===== src/rtl/copy_pkg.sv =====
// Shared types for the copy engine command path.
// Command layout, scheduler states and engine-wide constants.
package copy_pkg;

  localparam int CopySrcAddrWidth = 20;
  localparam logic [15:0] TRANSPARENT_COLOR = 16'h07E0;

  typedef struct packed {
    logic [9:0] x_start;
    logic [9:0] x_end;
    logic [9:0] y_start;
    logic [9:0] y_end;
    logic [CopySrcAddrWidth-1:0] src_addr;
  } copy_cmd_t;

  typedef enum logic [1:0] {
    S_IDLE,
    S_LOAD,
    S_RUN,
    S_RELEASE
  } sched_state_t;

  function automatic logic rect_empty(copy_cmd_t c);
    return (c.x_end <= c.x_start) || (c.y_end <= c.y_start);
  endfunction

endpackage


===== src/rtl/copy_cmd_fifo.sv =====
// Command FIFO for the copy scheduler.
// Head entry is read from registered storage; flush empties it in one cycle.
module copy_cmd_fifo
  import copy_pkg::*;
#(
  parameter int Depth = 8
) (
  input  logic                     clk,
  input  logic                     reset_n,
  input  logic                     push,
  input  copy_cmd_t                cmd_in,
  input  logic                     pop,
  input  logic                     flush,
  output copy_cmd_t                head,
  output logic                     full,
  output logic                     empty,
  output logic [$clog2(Depth):0]   count
);

  localparam int PtrW = $clog2(Depth);
  localparam int CntW = PtrW + 1;

  copy_cmd_t mem [Depth];
  logic [PtrW-1:0] wr_ptr;
  logic [PtrW-1:0] rd_ptr;
  logic [CntW-1:0] cnt;
  logic do_push;
  logic do_pop;

  assign full    = (cnt == CntW'(Depth));
  assign empty   = (cnt == '0);
  assign do_push = push && !full && !flush;
  assign do_pop  = pop && !empty && !flush;
  assign head    = mem[rd_ptr];
  assign count   = cnt;

  always_ff @(posedge clk or negedge reset_n) begin
    if (!reset_n) begin
      wr_ptr <= '0;
      rd_ptr <= '0;
      cnt    <= '0;
      for (int i = 0; i < Depth; i++) mem[i] <= '0;
    end else if (flush) begin
      wr_ptr <= '0;
      rd_ptr <= '0;
      cnt    <= '0;
    end else begin
      if (do_push) begin
        mem[wr_ptr] <= cmd_in;
        wr_ptr      <= wr_ptr + 1'b1;
      end
      if (do_pop) rd_ptr <= rd_ptr + 1'b1;
      unique case ({do_push, do_pop})
        2'b10:   cnt <= cnt + 1'b1;
        2'b01:   cnt <= cnt - 1'b1;
        default: cnt <= cnt;
      endcase
    end
  end

endmodule


===== src/rtl/copy_scheduler.sv =====
// Command queue and sequencer in front of copy_engine.
// Issues one blit at a time: pop, load, run until done, release.
module copy_scheduler
  import copy_pkg::*;
#(
  parameter int SrcAddrWidth = CopySrcAddrWidth,
  parameter int QueueDepth   = 8
) (
  input  logic                        clk,
  input  logic                        reset_n,
  input  logic                        cmd_valid,
  output logic                        cmd_ready,
  input  logic [9:0]                  cmd_x_start,
  input  logic [9:0]                  cmd_x_end,
  input  logic [9:0]                  cmd_y_start,
  input  logic [9:0]                  cmd_y_end,
  input  logic [SrcAddrWidth-1:0]     cmd_src_addr,
  input  logic                        enable,
  input  logic                        flush,
  output logic                        busy,
  output logic                        idle,
  output logic                        drop,
  output logic [$clog2(QueueDepth):0] queue_level,
  output logic [9:0]                  ce_dest_x_start,
  output logic [9:0]                  ce_dest_x_end,
  output logic [9:0]                  ce_dest_y_start,
  output logic [9:0]                  ce_dest_y_end,
  output logic [SrcAddrWidth-1:0]     ce_src_addr_start,
  output logic                        ce_execute,
  input  logic                        ce_done
);

  copy_cmd_t    cmd_in;
  copy_cmd_t    head;
  logic         full;
  logic         empty;
  logic         pop;
  sched_state_t state;
  sched_state_t state_nxt;

  assign cmd_in = '{
    x_start:  cmd_x_start,
    x_end:    cmd_x_end,
    y_start:  cmd_y_start,
    y_end:    cmd_y_end,
    src_addr: cmd_src_addr
  };

  copy_cmd_fifo #(
    .Depth (QueueDepth)
  ) u_fifo (
    .clk     (clk),
    .reset_n (reset_n),
    .push    (cmd_valid),
    .cmd_in  (cmd_in),
    .pop     (pop),
    .flush   (flush),
    .head    (head),
    .full    (full),
    .empty   (empty),
    .count   (queue_level)
  );

  assign cmd_ready  = !full;
  assign pop        = (state == S_IDLE) && enable && !empty && !flush;
  assign busy       = (state != S_IDLE);
  assign idle       = empty && (state == S_IDLE);
  // Decoded from the state flop so reset drops execute without a clock
  assign ce_execute = (state == S_RUN);

  always_comb begin
    state_nxt = state;
    unique case (state)
      S_IDLE:    if (pop && !rect_empty(head)) state_nxt = S_LOAD;
      S_LOAD:    state_nxt = S_RUN;
      S_RUN:     if (ce_done) state_nxt = S_RELEASE;
      S_RELEASE: state_nxt = S_IDLE;
      default:   state_nxt = S_IDLE;
    endcase
    if (flush && (state == S_LOAD || state == S_RUN)) state_nxt = S_RELEASE;
  end

  always_ff @(posedge clk or negedge reset_n) begin
    if (!reset_n) begin
      state             <= S_IDLE;
      drop              <= 1'b0;
      ce_dest_x_start   <= '0;
      ce_dest_x_end     <= '0;
      ce_dest_y_start   <= '0;
      ce_dest_y_end     <= '0;
      ce_src_addr_start <= '0;
    end else begin
      state <= state_nxt;
      drop  <= pop && rect_empty(head);
      if (pop) begin
        ce_dest_x_start   <= head.x_start;
        ce_dest_x_end     <= head.x_end;
        ce_dest_y_start   <= head.y_start;
        ce_dest_y_end     <= head.y_end;
        ce_src_addr_start <= head.src_addr;
      end
    end
  end

endmodule

===== config.mk =====
export PLATFORM = sky130hd
export DESIGN_NAME = copy_scheduler
export DESIGN_NICKNAME = d
export VERILOG_FILES = /design/src/rtl/copy_pkg.sv /design/src/rtl/copy_cmd_fifo.sv /design/src/rtl/copy_scheduler.sv
export SDC_FILE = /design/constraint.sdc
export NUM_CORES = 1
export LEC_CHECK = 0
export BUFFER_PORTS_ARGS = -buffer_cell sky130_fd_sc_hd__buf_2
export CAP_MARGIN = 20
export CORE_ASPECT_RATIO = 0.7
export CORE_MARGIN = 10
export CORE_UTILIZATION = 60
export DETAILED_ROUTE_END_ITERATION = 6
export PLACE_DENSITY = 0.75
export SYNTH_ARGS = -nofsm -noshare
export SYNTH_HDL_FRONTEND = slang
export SYNTH_SLANG_ARGS = --single-unit

===== constraint.sdc =====
create_clock -name clk -period 9.1 [get_ports clk]
set_input_delay 0.455 -clock clk [delete_from_list [all_inputs] [get_ports clk]]
set_output_delay 0.455 -clock clk [all_outputs]
set_load 0.01 [all_outputs]

==> impl_metrics.xml <==
<?xml version="1.0" encoding="UTF-8"?>
<metrics>
  <group name="detailed_routing">
    <metric name="postRouteAntennaNets" unit="">0</metric>
    <metric name="drt_wl_total" unit="mm">55.10</metric>
    <metric name="via_count" unit="">13950</metric>
    <metric name="drt_first_pass_iters" unit="">5</metric>
    <metric name="drt_drc_violations_left" unit="">0</metric>
    <metric name="wl_per_cell" unit="um">24.26</metric>
    <metric name="drtIter0Drc" unit="">875</metric>
    <metric name="avgViaCountPerCell" unit="">6.144</metric>
  </group>
  <group name="synth">
    <metric name="syn-num-nets" unit="">1680</metric>
    <metric name="syn-cell-area" unit="mm2">0.02461</metric>
    <metric name="synth_sequential_area_ratio" unit="%">56.23</metric>
    <metric name="synth.area.top_cells" unit="">sky130_fd_sc_hd__dfrtp_1 (56%), sky130_fd_sc_hd__mux2_2 (22%), sky130_fd_sc_hd__mux4_2 (11%)</metric>
    <metric name="syn_inst" unit="">1586</metric>
    <metric name="post_synth_num_cell_types" unit="">40</metric>
    <metric name="postSynth.asyncResetShare" unit="%">100.0</metric>
    <metric name="synth_largest_area_cell" unit="">sky130_fd_sc_hd__dfrtp_1</metric>
    <metric name="yosys.area.top_type_share" unit="%">56.23</metric>
    <metric name="postSynthAreaPerCell" unit="um2">15.52</metric>
    <metric name="synth_flop_cell" unit="">sky130_fd_sc_hd__dfrtp_1</metric>
    <metric name="ys_ff_latch" unit="">553</metric>
    <metric name="total_number_of_yosys_warnings" unit="">0</metric>
    <metric name="synth-edff-count" unit="">0</metric>
  </group>
  <group name="clocking">
    <metric name="clk_pin_slew_worst_paths" unit="ns">0.07</metric>
    <metric name="clock_sinks" unit="">553</metric>
    <metric name="root_cell_of_the_clock_tree" unit="">sky130_fd_sc_hd__clkbuf_16</metric>
    <metric name="cts_buffer_depth" unit="">3</metric>
    <metric name="cts-htree-levels" unit="">2</metric>
    <metric name="postCtsHoldBufs" unit="">0</metric>
    <metric name="worstSkewPairLatency" unit="ns">0.57</metric>
    <metric name="postCtsSetupBuffers" unit="">0</metric>
    <metric name="cts-buffers-inserted" unit="">51</metric>
    <metric name="post_cts_resize_count" unit="">0</metric>
    <metric name="cts_tree" unit="">done</metric>
  </group>
  <group name="worst_setup_path">
    <metric name="reg2reg_depth" unit="">11</metric>
    <metric name="criticalPathCategory" unit="">flop to flop</metric>
    <metric name="data_required_time_of_the_worst_path" unit="ns">9.59</metric>
    <metric name="arrival" unit="ns">5.14</metric>
    <metric name="critical_path.endpoint_type" unit="">flop</metric>
    <metric name="path_max_fanout" unit="">34</metric>
    <metric name="cp-start-kind" unit="">flop</metric>
  </group>
  <group name="floorplanning">
    <metric name="core_region_area" unit="mm2">0.04007</metric>
    <metric name="die_area" unit="mm2">0.04965</metric>
    <metric name="std_cell_rows" unit="">61</metric>
    <metric name="dieHeight" unit="um">189.4</metric>
    <metric name="starting_density" unit="%">61.42</metric>
    <metric name="die_width" unit="um">262.1</metric>
    <metric name="floorplan.io_pins" unit="">135</metric>
  </group>
  <group name="sta">
    <metric name="finalHoldViolations" unit="">21</metric>
    <metric name="grt_setup_unrepaired" unit="">false</metric>
    <metric name="finalWorstSetupSlack" unit="ns">4.445</metric>
    <metric name="tns" unit="ns">0</metric>
    <metric name="setup_violations" unit="">0</metric>
    <metric name="max_slew.worst_pin.slew" unit="ns">1.157</metric>
    <metric name="final.period_utilization" unit="%">51.16</metric>
    <metric name="timing.clock.skew" unit="ns">0.01943</metric>
    <metric name="timing.fmax" unit="MHz">214.8</metric>
    <metric name="finalWorstPathRequiredPeriod" unit="ns">4.655</metric>
    <metric name="max-slew-margin-rel" unit="%">22.89</metric>
    <metric name="final_max_slew_viol_count" unit="">0</metric>
    <metric name="whs" unit="ns">-0.04962</metric>
  </group>
  <group name="final_layout">
    <metric name="finalCoreUtilization" unit="%">68.41</metric>
    <metric name="leading_cell_type_in_the_layout_fill_and_taps_excluded" unit="">sky130_fd_sc_hd__dfrtp_1</metric>
    <metric name="ratio_of_cells_with_drive_above_1_in_the_final_layout" unit="%">49.34</metric>
    <metric name="num-fill-cells" unit="">2791</metric>
    <metric name="finish.cell_count_without_fillers" unit="">2271</metric>
    <metric name="layout-area-overhead-vs-synth" unit="%">11.39</metric>
    <metric name="most-common-layout-cells" unit="">sky130_fd_sc_hd__dfrtp_1 (550), sky130_fd_sc_hd__mux2_2 (481), sky130_fd_sc_hd__buf_2 (133), sky130_fd_sc_hd__mux4_2 (120), sky130_fd_sc_hd__nand2_1 (113)</metric>
    <metric name="finalNetCount" unit="">1785</metric>
  </group>
  <group name="global_route">
    <metric name="grtUsageTotal" unit="%">22.61</metric>
    <metric name="maximum_number_of_pins_on_one_net_before_global_route_repair" unit="">186</metric>
    <metric name="grt_first_pass_wirelength" unit="mm">88.07</metric>
    <metric name="antenna_violations_before_repair" unit="">9</metric>
    <metric name="number_of_global_route_vias_before_repair" unit="">15020</metric>
    <metric name="grt_remaining_overflow" unit="">0</metric>
  </group>
  <group name="pwr">
    <metric name="power_per_cell_area" unit="mW/mm2">241.6</metric>
    <metric name="power_consumption" unit="mW">6.623</metric>
    <metric name="power.ir.vdd_worst" unit="uV">177.9</metric>
    <metric name="power.leakage" unit="nW">12.86</metric>
  </group>
  <group name="outcome">
    <metric name="violations" unit="">hold timing</metric>
    <metric name="outcome" unit="">finished with violations</metric>
  </group>
  <group name="placement">
    <metric name="dp_cells" unit="">2173</metric>
    <metric name="port-buffer-count" unit="">134</metric>
    <metric name="place.detailed.hpwl" unit="mm">32.02</metric>
    <metric name="gp_congestion" unit="">0.7666</metric>
    <metric name="dpl_worst_slack" unit="ns">4.370</metric>
  </group>
  <group name="flow_run">
    <metric name="cap_violations" unit="">0</metric>
  </group>
  <group name="hold_path">
    <metric name="hold_path.class" unit="">input pin to asynchronous set/reset pin</metric>
  </group>
</metrics>
==> synthesized netlist by cell type (2+ instances only) <==
master / instances
sky130_fd_sc_hd__ha_1: 27
sky130_fd_sc_hd__clkbuf_1: 30
sky130_fd_sc_hd__mux4_2: 120
sky130_fd_sc_hd__nor3_2: 3
sky130_fd_sc_hd__a211oi_1: 6
sky130_fd_sc_hd__a21o_1: 2
sky130_fd_sc_hd__buf_1: 2
sky130_fd_sc_hd__xor2_1: 3
sky130_fd_sc_hd__a21oi_1: 11
sky130_fd_sc_hd__o21ai_0: 44
sky130_fd_sc_hd__nand4_1: 6
sky130_fd_sc_hd__buf_2: 68
sky130_fd_sc_hd__mux2_2: 481
sky130_fd_sc_hd__nand2b_1: 2
sky130_fd_sc_hd__mux2i_1: 43
sky130_fd_sc_hd__nand2_1: 113
sky130_fd_sc_hd__mux2_1: 19
sky130_fd_sc_hd__xnor2_1: 2
sky130_fd_sc_hd__and3_1: 3
sky130_fd_sc_hd__nor2_1: 17
sky130_fd_sc_hd__inv_1: 8
sky130_fd_sc_hd__nor2b_1: 5
sky130_fd_sc_hd__dfrtp_1: 553
sky130_fd_sc_hd__buf_6: 2
==> critical path: stages, from the launching register on <==
cell and delay [ns]:
sky130_fd_sc_hd__dfrtp_4 0.75, sky130_fd_sc_hd__buf_4 0.57, sky130_fd_sc_hd__buf_4 0.67, sky130_fd_sc_hd__mux4_2 0.60, sky130_fd_sc_hd__mux2_2 0.30, sky130_fd_sc_hd__ha_1 0.32, sky130_fd_sc_hd__nand4_1 0.14, sky130_fd_sc_hd__a211oi_1 0.07
sky130_fd_sc_hd__a2111oi_1 0.58, sky130_fd_sc_hd__nor3_2 0.13, sky130_fd_sc_hd__a21oi_2 0.21, sky130_fd_sc_hd__mux2i_1 0.19
==> path summary, 6_finish.rpt <==
check                                                 start                          endpoint  slack [ns]
min                                                 reset_n       u_fifo.mem[377]$_DFFE_PN0P_       -0.05
min in group clk                           cmd_src_addr[12]       u_fifo.mem[432]$_DFFE_PN0P_        0.21
max                            u_fifo.rd_ptr[0]$_DFFE_PN0P_              state[0]$_DFFE_PN0P_        4.44
min reg2reg                ce_src_addr_start[7]$_DFFE_PN0P_  ce_src_addr_start[7]$_DFFE_PN0P_        0.47
max reg2reg                    u_fifo.rd_ptr[0]$_DFFE_PN0P_              state[0]$_DFFE_PN0P_        4.44
max in group asynchronous                           reset_n       u_fifo.mem[154]$_DFFE_PN0P_        7.59
==> registers in the layout (all words and copies together) (netlist names) <==
| signal | cells |
|---|---|
| ce_dest_x_end | 10 |
| ce_dest_x_start | 10 |
| ce_dest_y_end | 10 |
| ce_dest_y_start | 10 |
| ce_src_addr_start | 20 |
| drop | 1 |
| state | 2 |
| u_fifo.count | 4 |
| u_fifo.mem | 480 |
| u_fifo.rd_ptr | 3 |
| u_fifo.wr_ptr | 3 |
==> final cells by class <==
| class | instances | area, um2 | area share, % |
|---|---|---|---|
| clock buffer | 82 | 1615 | 5.893 |
| timing repair buffer | 154 | 855.8 | 3.122 |
| sequential | 553 | 13850 | 50.52 |
| multi-input combinational | 923 | 10300 | 37.57 |
| antenna | 5 | 12.51 | 0.04564 |
| inverter | 8 | 30.03 | 0.1095 |
| clock inverter | 11 | 80.08 | 0.2921 |
| tap | 535 | 669.4 | 2.442 |
==> power breakdown <==
group | internal, mW | switching, mW
clock | 1.24 | 0.910
sequential | 2.91 | 0.257
combinational | 0.694 | 0.612
==> routing by layer <==
layer / part of all wire (%) / track usage [%] / routed length, um / vias up
met1: 45 / 30.95 / 24540 / 7594
met3: 4.1 / 4.012 / 2258 / 70
met2: 50 / 37.08 / 27280 / 233
li1: - / - / - / 6052
met5: 0.054 / 0 / 30 / -
met4: 1.8 / 5.557 / 997 / 4
==> logic make-up after synthesis <==
family	synth area share, %
compound gates	1.673
xor+xnor	0.2441
fa+ha+maj	1.454
buf+inv	2.085
flops	56.23
mux	35.61
simple gates	2.705
==> per-stage QoR <==
step	hold slack [ns]	area, um2
global route	0.02440	27410
CTS	0.01992	27400
global placement	0.4538	25700
floorplan	0.1594	24610
finish	-0.04962	27410
detailed placement	0.4589	25700
Note: power is estimated with default switching activity, not from simulation.
